<file path="src/rtl/mips_ctrl_pkg.sv">
// Shared definitions for the MIPS boot-and-run sequencer: state encoding,
// default memory depth and the asserted level of the core reset.
package mips_ctrl_pkg;

  typedef enum logic [2:0] {
    S_IDLE  = 3'd0,
    S_LOAD  = 3'd1,
    S_CLEAR = 3'd2,
    S_RUN   = 3'd3,
    S_DONE  = 3'd4
  } seq_state_e;

  localparam int DEFAULT_INSTR_DEPTH = 200;

  localparam logic CORE_RESET_ACTIVE = 1'b1;

endpackage

</file>
<file path="src/rtl/mips_program_sequencer_if.sv">
// Program-load stream from the host plus the instruction-memory write port
// that the sequencer drives into the single-cycle MIPS core.
interface mips_program_sequencer_if;

  logic        load_valid;
  logic [31:0] load_data;
  logic        load_last;
  logic        load_ready;
  logic        instruction_Write_en;
  logic [31:0] Write_address;
  logic [31:0] Write_instruction;

  modport master (
    output load_valid, load_data, load_last,
    input  load_ready, instruction_Write_en, Write_address, Write_instruction
  );

  modport slave (
    input  load_valid, load_data, load_last,
    output load_ready, instruction_Write_en, Write_address, Write_instruction
  );

endinterface

</file>
<file path="src/rtl/mips_run_counter.sv">
// Up-counter with synchronous clear/enable and an equality compare against a
// caller-supplied limit; used for both the reset-hold delay and the run count.
module mips_run_counter #(
  parameter int CNT_W = 16
) (
  input  logic             clk,
  input  logic             reset,
  input  logic             clr,
  input  logic             en,
  input  logic [CNT_W-1:0] limit,
  output logic [CNT_W-1:0] count,
  output logic             at_limit
);

  logic [CNT_W-1:0] count_q;
  logic [CNT_W-1:0] count_d;

  always_comb begin
    count_d = count_q;
    if (clr) begin
      count_d = '0;
    end else if (en) begin
      count_d = count_q + CNT_W'(1);
    end
  end

  always_ff @(posedge clk) begin
    if (reset) begin
      count_q <= '0;
    end else begin
      count_q <= count_d;
    end
  end

  assign count    = count_q;
  assign at_limit = (count_q == limit);

endmodule

</file>
<file path="src/rtl/mips_program_sequencer.sv">
// Loads a host program into the MIPS instruction memory while holding the core
// in reset, then releases it for a bounded number of cycles.
module mips_program_sequencer
  import mips_ctrl_pkg::*;
#(
  parameter int INSTR_DEPTH  = DEFAULT_INSTR_DEPTH,
  parameter int RESET_CYCLES = 2,
  parameter int CNT_W        = 16
) (
  input  logic                        clk,
  input  logic                        reset,
  input  logic                        start,
  input  logic [CNT_W-1:0]            run_budget,
  input  logic                        stop,
  mips_program_sequencer_if.slave     bus,
  output logic                        core_reset,
  output logic                        busy,
  output logic                        done,
  output logic                        error,
  output logic [CNT_W-1:0]            cycles_run
);

  localparam int AW = (INSTR_DEPTH > 1) ? $clog2(INSTR_DEPTH) : 1;
  localparam logic [AW-1:0]    LAST_ADDR = AW'(INSTR_DEPTH - 1);
  localparam logic [CNT_W-1:0] CLR_LIMIT = CNT_W'(RESET_CYCLES - 1);

  seq_state_e        state_q, state_d;
  logic [AW-1:0]     wcnt_q, wcnt_d;
  logic [CNT_W-1:0]  budget_q, budget_d;
  logic              error_q, error_d;
  logic              we_q, we_d;
  logic [31:0]       waddr_q, waddr_d;
  logic [31:0]       wdata_q, wdata_d;

  logic              cnt_clr;
  logic              cnt_en;
  logic [CNT_W-1:0]  cnt_limit;
  logic [CNT_W-1:0]  cnt_value;
  logic              cnt_at_limit;
  logic              xfer;

  // One counter times the reset hold in CLEAR, then restarts from zero to count RUN cycles.
  assign cnt_limit = (state_q == S_CLEAR) ? CLR_LIMIT : (budget_q - CNT_W'(1));

  mips_run_counter #(
    .CNT_W (CNT_W)
  ) u_counter (
    .clk      (clk),
    .reset    (reset),
    .clr      (cnt_clr),
    .en       (cnt_en),
    .limit    (cnt_limit),
    .count    (cnt_value),
    .at_limit (cnt_at_limit)
  );

  assign xfer = (state_q == S_LOAD) && bus.load_valid;

  always_comb begin
    state_d  = state_q;
    wcnt_d   = wcnt_q;
    budget_d = budget_q;
    error_d  = error_q;
    we_d     = 1'b0;
    waddr_d  = waddr_q;
    wdata_d  = wdata_q;
    cnt_clr  = 1'b0;
    cnt_en   = 1'b0;

    case (state_q)
      S_IDLE, S_DONE: begin
        if (start) begin
          state_d  = S_LOAD;
          wcnt_d   = '0;
          error_d  = 1'b0;
          budget_d = run_budget;
          cnt_clr  = 1'b1;
        end
      end
      S_LOAD: begin
        if (xfer) begin
          we_d    = 1'b1;
          waddr_d = {{(32 - AW){1'b0}}, wcnt_q};
          wdata_d = bus.load_data;
          wcnt_d  = wcnt_q + AW'(1);
          if (bus.load_last) begin
            state_d = S_CLEAR;
            cnt_clr = 1'b1;
          end else if (wcnt_q == LAST_ADDR) begin
            // Memory is full and the program has not ended: abandon the session.
            error_d = 1'b1;
            state_d = S_DONE;
          end
        end
      end
      S_CLEAR: begin
        if (cnt_at_limit) begin
          cnt_clr = 1'b1;
          state_d = (budget_q == '0) ? S_DONE : S_RUN;
        end else begin
          cnt_en = 1'b1;
        end
      end
      S_RUN: begin
        cnt_en = 1'b1;
        if (cnt_at_limit || stop) begin
          state_d = S_DONE;
        end
      end
      default: begin
        state_d = S_IDLE;
      end
    endcase
  end

  always_ff @(posedge clk) begin
    if (reset) begin
      state_q  <= S_IDLE;
      wcnt_q   <= '0;
      budget_q <= '0;
      error_q  <= 1'b0;
      we_q     <= 1'b0;
      waddr_q  <= '0;
      wdata_q  <= '0;
    end else begin
      state_q  <= state_d;
      wcnt_q   <= wcnt_d;
      budget_q <= budget_d;
      error_q  <= error_d;
      we_q     <= we_d;
      waddr_q  <= waddr_d;
      wdata_q  <= wdata_d;
    end
  end

  assign bus.load_ready           = (state_q == S_LOAD);
  assign bus.instruction_Write_en = we_q;
  assign bus.Write_address        = waddr_q;
  assign bus.Write_instruction    = wdata_q;

  assign core_reset = (state_q == S_RUN) ? ~CORE_RESET_ACTIVE : CORE_RESET_ACTIVE;
  assign busy       = (state_q == S_LOAD) || (state_q == S_CLEAR) || (state_q == S_RUN);
  assign done       = (state_q == S_DONE);
  assign error      = error_q;
  // While CLEAR borrows the counter its value is a delay, not a run count.
  assign cycles_run = (state_q == S_CLEAR) ? '0 : cnt_value;

endmodule

</file>
<file path="src/flat_wrapper.sv">
// flat-port wrapper written by rule: the top's interface ports become plain ports
module mips_program_sequencer_flat import mips_ctrl_pkg::*;
#(
  parameter int INSTR_DEPTH  = DEFAULT_INSTR_DEPTH,
  parameter int RESET_CYCLES = 2,
  parameter int CNT_W        = 16
)
  (clk, reset, start, run_budget, stop, core_reset, busy, done, error, cycles_run, bus_load_valid, bus_load_data, bus_load_last, bus_load_ready, bus_instruction_Write_en, bus_Write_address, bus_Write_instruction);
  mips_program_sequencer_if bus_i ();
  input  logic clk;
  input  logic reset;
  input  logic start;
  input  logic [CNT_W-1:0] run_budget;
  input  logic stop;
  output logic core_reset;
  output logic busy;
  output logic done;
  output logic error;
  output logic [CNT_W-1:0] cycles_run;
  input wire logic [$bits(bus_i.load_valid)-1:0] bus_load_valid;
  input wire logic [$bits(bus_i.load_data)-1:0] bus_load_data;
  input wire logic [$bits(bus_i.load_last)-1:0] bus_load_last;
  output wire logic [$bits(bus_i.load_ready)-1:0] bus_load_ready;
  output wire logic [$bits(bus_i.instruction_Write_en)-1:0] bus_instruction_Write_en;
  output wire logic [$bits(bus_i.Write_address)-1:0] bus_Write_address;
  output wire logic [$bits(bus_i.Write_instruction)-1:0] bus_Write_instruction;
  assign bus_i.load_valid = bus_load_valid;
  assign bus_i.load_data = bus_load_data;
  assign bus_i.load_last = bus_load_last;
  assign bus_load_ready = bus_i.load_ready;
  assign bus_instruction_Write_en = bus_i.instruction_Write_en;
  assign bus_Write_address = bus_i.Write_address;
  assign bus_Write_instruction = bus_i.Write_instruction;
  mips_program_sequencer #(.INSTR_DEPTH(INSTR_DEPTH), .RESET_CYCLES(RESET_CYCLES), .CNT_W(CNT_W)) u_core (.clk(clk), .reset(reset), .start(start), .run_budget(run_budget), .stop(stop), .bus(bus_i), .core_reset(core_reset), .busy(busy), .done(done), .error(error), .cycles_run(cycles_run));
endmodule
</file>
<file path="config.mk">
export PLATFORM = sky130hd
export DESIGN_NAME = mips_program_sequencer_flat
export DESIGN_NICKNAME = d
export VERILOG_FILES = /design/src/rtl/mips_ctrl_pkg.sv /design/src/rtl/mips_program_sequencer_if.sv /design/src/rtl/mips_run_counter.sv /design/src/rtl/mips_program_sequencer.sv /design/src/flat_wrapper.sv
export SDC_FILE = /design/constraint.sdc
export NUM_CORES = 1
export LEC_CHECK = 0
export CORE_MARGIN = 2
export CORE_UTILIZATION = 39
export CTS_BUF_LIST = sky130_fd_sc_hd__clkbuf_16
export DETAILED_ROUTE_END_ITERATION = 7
export PLACE_DENSITY = 0.72
export SLEW_MARGIN = 40
export SYNTH_ARGS = -nofsm -noshare
export SYNTH_HDL_FRONTEND = slang
export SYNTH_SLANG_ARGS = --single-unit
</file>
<file path="constraint.sdc">
create_clock -name clk -period 3.2 [get_ports clk]
set_clock_uncertainty 0.2 [all_clocks]
set_input_delay 0.64 -clock clk [delete_from_list [all_inputs] [get_ports clk]]
set_output_delay 0.64 -clock clk [all_outputs]
set_load 0.05 [all_outputs]
</file>
==> flow_summary.ini, run 1 <==
[final_layout]
final_common_cell = nand2_1
area_growth_pct = 36.5
drive_above_1_share = 0.113
final_cells = 822
nNetsFinal = 734
final_cell_mix = 132 x nand2_1, 99 x clkdlybuf4s50_1, 84 x dfxtp_1, 64 x a21oi_1, 45 x nor2_1
antenna_cells = 0

[cts]
htreeDepth = 3
cts_tree = built
cts_root_buf = clkbuf_16
clk_latency_ns = 0.33
clockBufferDepth = 2
path_clk_slew_ns = 0.06
numCtsBuffers = 9
cts_setup_buffers = 0
cts_sinks = 85

[placement]
pre_cts_slack_ns = 0.0145
place_inst = 806
gp_congestion = 0.904
post-dp-hpwl_um = 8360
io_buffers = 115

[die]
fp.dieW_um = 110
fp.coreArea_mm2 = 0.0109
initial_utilization = 0.401
std_cell_rows = 38
ios = 140
die_h_um = 110
fp.dieArea_mm2 = 0.0121

[synth]
synth_edf_count = 0
async_reset_ff_frac = 0
post-synth-top-area-cell = dfxtp_1
yosys.cell_types.count = 60
yosys-top-cells-area = dfxtp_1 39%, nand2_1 11%, a21oi_1 7.3%
synth_flop_cell = dfxtp_1
syn-mean-instance-area_um2 = 7.77
syn_inst = 562
yosysWarnings = 0
syn_area_mm2 = 0.00437
ys_seq_area_frac = 0.389
yosys.area.top_type_share = 0.389
ys_seq_elements = 85

[global_route]
overflow = 0
track_usage = 0.198
antenna_found_initial = 0
grt_pass1_wl_um = 18900
grt_pass1_vias = 4024
grt_start_max_net_pins = 62

[timing]
finalSetupTns_ns = 0
max_slew.worst_pin.slew_ns = 0.637
slew_violations = 0
post-route-min-period_ns = 3.13
worst_slack_ns = 0.0716
hold_viol_final = 0
setup_viol = 0
max-slew-margin-rel = 0.575
period_share = 0.978
timing.fmax_mhz = 320

[outcome]
outcome = finished, final reports clean

[hold_path]
hold_start = u_core.bus.Write_instruction[19]
hold_path_class = reg2reg
min_path_cells = 2

[critical_path]
crit_buf_inv = 0
required_ns = 3.23
crit_fanout = 5
crit_type = reg2reg
crit_path_cell_trace = or4_4 -> or3_4 -> o31a_1 -> o211a_1 -> a211oi_2 -> nand4b_4 -> a21oi_1 -> a2111oi_4
worstReg2RegStart = u_core.budget_q[5]
critPathMaxStageDelay_ns = 0.58
critPathTopFamily = compound AO/OA/AOI/OAI gates
critPathCaptureType = flop
crit_cells = 8
critPathArrivalTime_ns = 3.16
worstSetupStartpoint = u_core.budget_q[5]
cp-start-kind = flop
rr_worst_depth = 8
slowest_stage = or4_4

[drt]
wirelength_um = 11500
first_pass_iters = 5
drtIter0Drc = 161
via_per_inst = 5.10
via_count = 4195
drc = 0
ant_nets = 0
wl_per_cell_um = 14.0

[pwr]
power.density_mw_per_mm2 = 496
vdd_drop_max_v = 0.000268
power.leakage_uw = 0.00223

[job]
maxCapViolCount = 0
-- worst reg2reg max path: cells and delay by family, from the launching register on --
family	cells	cell delay, ns
compound gates	5	1.30
flops	1	0.31
simple gates	3	1.21
-- Yosys cell counts, drive strengths merged, types with 2 or more instances --
cell,number
a211oi,4
a21oi,64
a31oi,3
and2,3
and3,4
and4,3
buf,31
clkbuf,28
dfxtp,85
ha,3
inv,9
mux2,2
mux2i,6
nand2,132
nand2b,3
nand3,14
nand3b,4
nand4,5
nand4b,2
nor2,45
nor2b,17
nor3,9
nor3b,3
nor4,9
nor4b,3
o21ai,5
o311ai,2
o31a,3
o31ai,4
or2,3
or3,3
or4,3
xnor2,18
xor2,16
-- routing by layer --
layer | vias to the layer above | wire length [µm] | global-route usage
met3 | 17 | 982 | 0.0628
met2 | 157 | 5610 | 0.334
li1 | 2071 | - | -
met4 | 0 | 189 | 0.0705
met1 | 1950 | 4730 | 0.237
met5 | - | 0 | 0
-- worst paths after layout --
| path | end | slack, ns |
|---|---|---|
| worst max-delay path | u_core.state_q[0] | 0.07 |
| worst max register to register | u_core.state_q[0] | 0.07 |
| worst min register to register | u_core.bus.Write_instruction[19] | 0.25 |
| worst min-delay path | u_core.bus.Write_instruction[19] | 0.25 |
-- through the flow --
| step | power (µW) | utilization | instance area, µm² | hold slack, ns |
|---|---|---|---|---|
| 4_1_cts | 2960 | 0.542 | 5900 | 0.255 |
| 3_3_place_gp | 2010 | 0.517 | 5630 | 0.242 |
| 3_5_place_dp | 2020 | 0.517 | 5630 | 0.247 |
| 6_report | 2950 | 0.548 | 5960 | 0.254 |
| 5_1_grt | 3110 | 0.548 | 5960 | 0.277 |
| 2_1_floorplan | 1780 | - | 4460 | 0.257 |
-- final cells by class --
| class | instances | area, µm² |
|---|---|---|
| Timing Repair Buffer | 140 | 1330 |
| Inverter | 9 | 33.8 |
| Multi-Input combinational cell | 432 | 2460 |
| Fill cell | 1006 | 4930 |
| Sequential cell | 85 | 1700 |
| Tap cell | 140 | 175 |
| Clock buffer | 9 | 225 |
| Clock inverter | 7 | 36.3 |
-- power by group --
part / internal [µW] / leakage, µW / switching, µW / total [µW]
registers: 1110 / 0.000690 / 40.9 / 1150
clock network: 514 / 0.000137 / 402 / 916
logic: 358 / 0.00140 / 530 / 888
-- sequential cells by signal, indices dropped and copies added, names as in the netlist --
signal and count:
u_core.budget_q 16, u_core.state_q 3, u_core.bus.instruction_Write_en 1, u_core.wcnt_q 8, u_core.bus.Write_instruction 32, u_core.error 1
u_core.u_counter.count 16, u_core.bus.Write_address 8
-- what timing repair did --
item                                    CTS  global route
hold buffers                              0             0
resized for setup                         2            10
endpoints found under the setup margin    2            18
cloned                                    0             0
pin swaps                                 1             6
-- logic make-up after synthesis --
kind of cell             Yosys count  share of synthesized area
XOR/XNOR                          35                     0.0736
other                              1                   0.000858
buffers and inverters             68                     0.0825
flip-flops                        85                      0.389
multiplexers                       8                     0.0189
adder cells (fa/ha/maj)            3                    0.00859
AO/OA/AOI/OAI                     95                      0.129
AND/OR/NAND/NOR                  267                      0.297
No activity file was read; power rests on OpenSTA's default activity.
==> inputs of run 2 (changes only) <==
PLACE_DENSITY = 0.73   (was 0.72)
SYNTH_HIERARCHICAL = 1   (was default)
==> flow_summary.ini, run 2 <==
[outcome]
outcome = complete, but fails checks
violations = negative setup slack

[pwr]
power.density_mw_per_mm2 = 706
vdd_drop_max_v = 0.000337
power_uw = 4260
power.leakage_uw = 0.00224

[synth]
yosys.area.top_type_share = 0.402
ys_seq_elements = 85
synth_xor_area_frac = 0.0849
post-synth-top-area-cell = dfxtp_1
syn_area_mm2 = 0.00423
syn-mean-instance-area_um2 = 7.76
ys_seq_area_frac = 0.402
synth_compound_area_frac = 0.132
syn_inst = 545
synth_common_cells = 129 x nand2_1, 85 x dfxtp_1, 68 x a21oi_1
synth_mux_area_frac = 0.00740
synthAdderAreaFrac = 0.00888
async_reset_ff_frac = 0
synth_top_family_by_area = simple AND/OR/NAND/NOR gates
synth_edf_count = 0
synth_flop_cell = dfxtp_1
yosys.cell_types.count = 51
yosysWarnings = 6
yosys-top-cells-area = dfxtp_1 40%, nand2_1 11%, a21oi_1 8.0%
yosysMostFrequentCell = nand2_1
yosys.area_share.simple = 0.281

[timing]
hold_viol_final = 0
max_slew.worst_pin.slew_ns = 0.558
post-route-min-period_ns = 3.55
timing.fmax_mhz = 282
worst_slack_ns = -0.349
period_share = 1.11
max-slew-margin-rel = 0.619
setup_viol = 19
rsz0062_at_grt = yes
slew_violations = 0

[drt]
drc = 0
via_per_inst = 4.87
ant_nets = 0
drtIter0Drc = 150
wl_per_cell_um = 13.4
wirelength_um = 11100
via_count = 4018
first_pass_iters = 4

[cts]
cts_sinks = 85
path_clk_slew_ns = 0.07
cts_root_buf = clkbuf_16
htreeDepth = 3
cts_tree = built
numCtsBuffers = 9
clockBufferDepth = 2
clk_latency_ns = 0.34

[global_route]
grt_start_max_net_pins = 42
grt_pass1_vias = 3885
track_usage = 0.193
antenna_found_initial = 0
grt_pass1_wl_um = 18100
overflow = 0

[final_layout]
drive_above_1_share = 0.155
largest_reg_flops = 32
final_common_cell = nand2_1
postLayoutCoreUtil = 0.563
fill_cells = 987
antenna_cells = 0
nNetsFinal = 737
final_cells = 825
final_cell_mix = 129 x nand2_1, 98 x clkdlybuf4s50_1, 81 x dfxtp_1, 63 x a21oi_1, 51 x buf_4
area_growth_pct = 42.6

[hold_path]
hold_start = u_core/bus.Write_instruction[16]
hold_path_class = reg2reg

[critical_path]
critPathArrivalTime_ns = 3.63
slowest_stage = or4_4
path_common_cell = or4_4
critPathMaxStageDelay_ns = 0.53
worstReg2RegStart = u_core/budget_q[8]
crit_path_cell_trace = or4_4 -> or3_4 -> or4_4 -> a21oi_4 -> xnor2_1 -> nand4_1 -> nor4_4 -> a21oi_2 -> and4_4 -> nand2_4 -> or4_4 -> a21oi_2
worstSetupStartpoint = u_core/budget_q[8]
critPathCaptureType = flop
critPathTopFamily = simple AND/OR/NAND/NOR gates
cp-start-kind = flop
crit_buf_inv = 0
required_ns = 3.28
crit_fanout = 4
crit_type = reg2reg

[die]
fp.coreArea_mm2 = 0.0107
fp.dieW_um = 108
initial_utilization = 0.395
std_cell_rows = 38
fp.dieArea_mm2 = 0.0117
die_h_um = 108
ios = 140

[placement]
post-dp-hpwl_um = 8040
place_inst = 804
gp_congestion = 0.884
io_buffers = 115
pre_cts_slack_ns = -0.359

[job]
maxCapViolCount = 0
-- run 2: layer usage --
layer	vias up	global-route usage	share of wire
li1	2046	-	-
met1	1845	0.224	0.42
met2	121	0.324	0.48
met3	6	0.0766	0.092
met4	0	0.0659	0.0078
met5	-	0	0
-- run 2: where the power goes --
part	switching [µW]	internal [µW]	leakage [µW]	total, µW
clock network	446	688	0.000152	1130
registers	93.0	1170	0.000691	1270
logic	1100	754	0.00139	1850
total	1640	2620	0.00224	4260
-- run 2: logic make-up (layout without fill, tap and decap cells) --
logic type / Yosys count / after routing
and+or+nand+nor: 252 / 252
AOI/OAI and AO/OA: 96 / 96
DFF: 85 / 85
buffers and inverters: 64 / 181
xor gates and xnor gates: 41 / 41
adders and majority gates: 3 / 3
muxes: 3 / 3
other: 1 / 24
-- run 2: worst paths after layout --
check	end	slack [ns]	cells after the start
worst max-delay path	u_core/u_counter/count[12]	-0.35	12
worst min-delay path	u_core/bus.Write_instruction[16]	0.25	2
worst max register to register	u_core/u_counter/count[12]	-0.35	12
worst min register to register	u_core/bus.Write_instruction[16]	0.25	2
-- run 2: worst min-delay path, delay by kind of cell (launching register included) --
| kind | cells | cell delay, ns |
|---|---|---|
| simple gates | 1 | 0.05 |
| compound gates | 1 | 0.05 |
| flops | 1 | 0.31 |
-- run 2: area by class of cell --
type	count	area, µm²	share of cell area
inverter	10	37.5	0.00623
clock inverter	7	97.6	0.0162
multi-input combinational	419	2360	0.391
tap	140	175	0.0291
clock buffer	9	225	0.0374
sequential	85	1710	0.283
timing repair buffer	155	1430	0.237
-- run 2: per-stage QoR --
stage / cell area (µm²) / setup TNS (ns) / hold WS [ns]
2_1_floorplan: 4360 / -1.93 / 0.254
3_3_place_gp: 5570 / -2.97 / 0.241
3_5_place_dp: 5570 / -4.96 / 0.250
4_1_cts: 5980 / -4.27 / 0.256
5_1_grt: 6030 / -7.55 / 0.270
6_report: 6030 / -4.66 / 0.251
-- run 2: repair_timing --
action | CTS | global route
hold buffers | 0 | 0
gates resized for setup | 14 | 9
pin swaps | 22 | 5
setup endpoints to repair | 19 | 19
setup buffers | 6 | 0
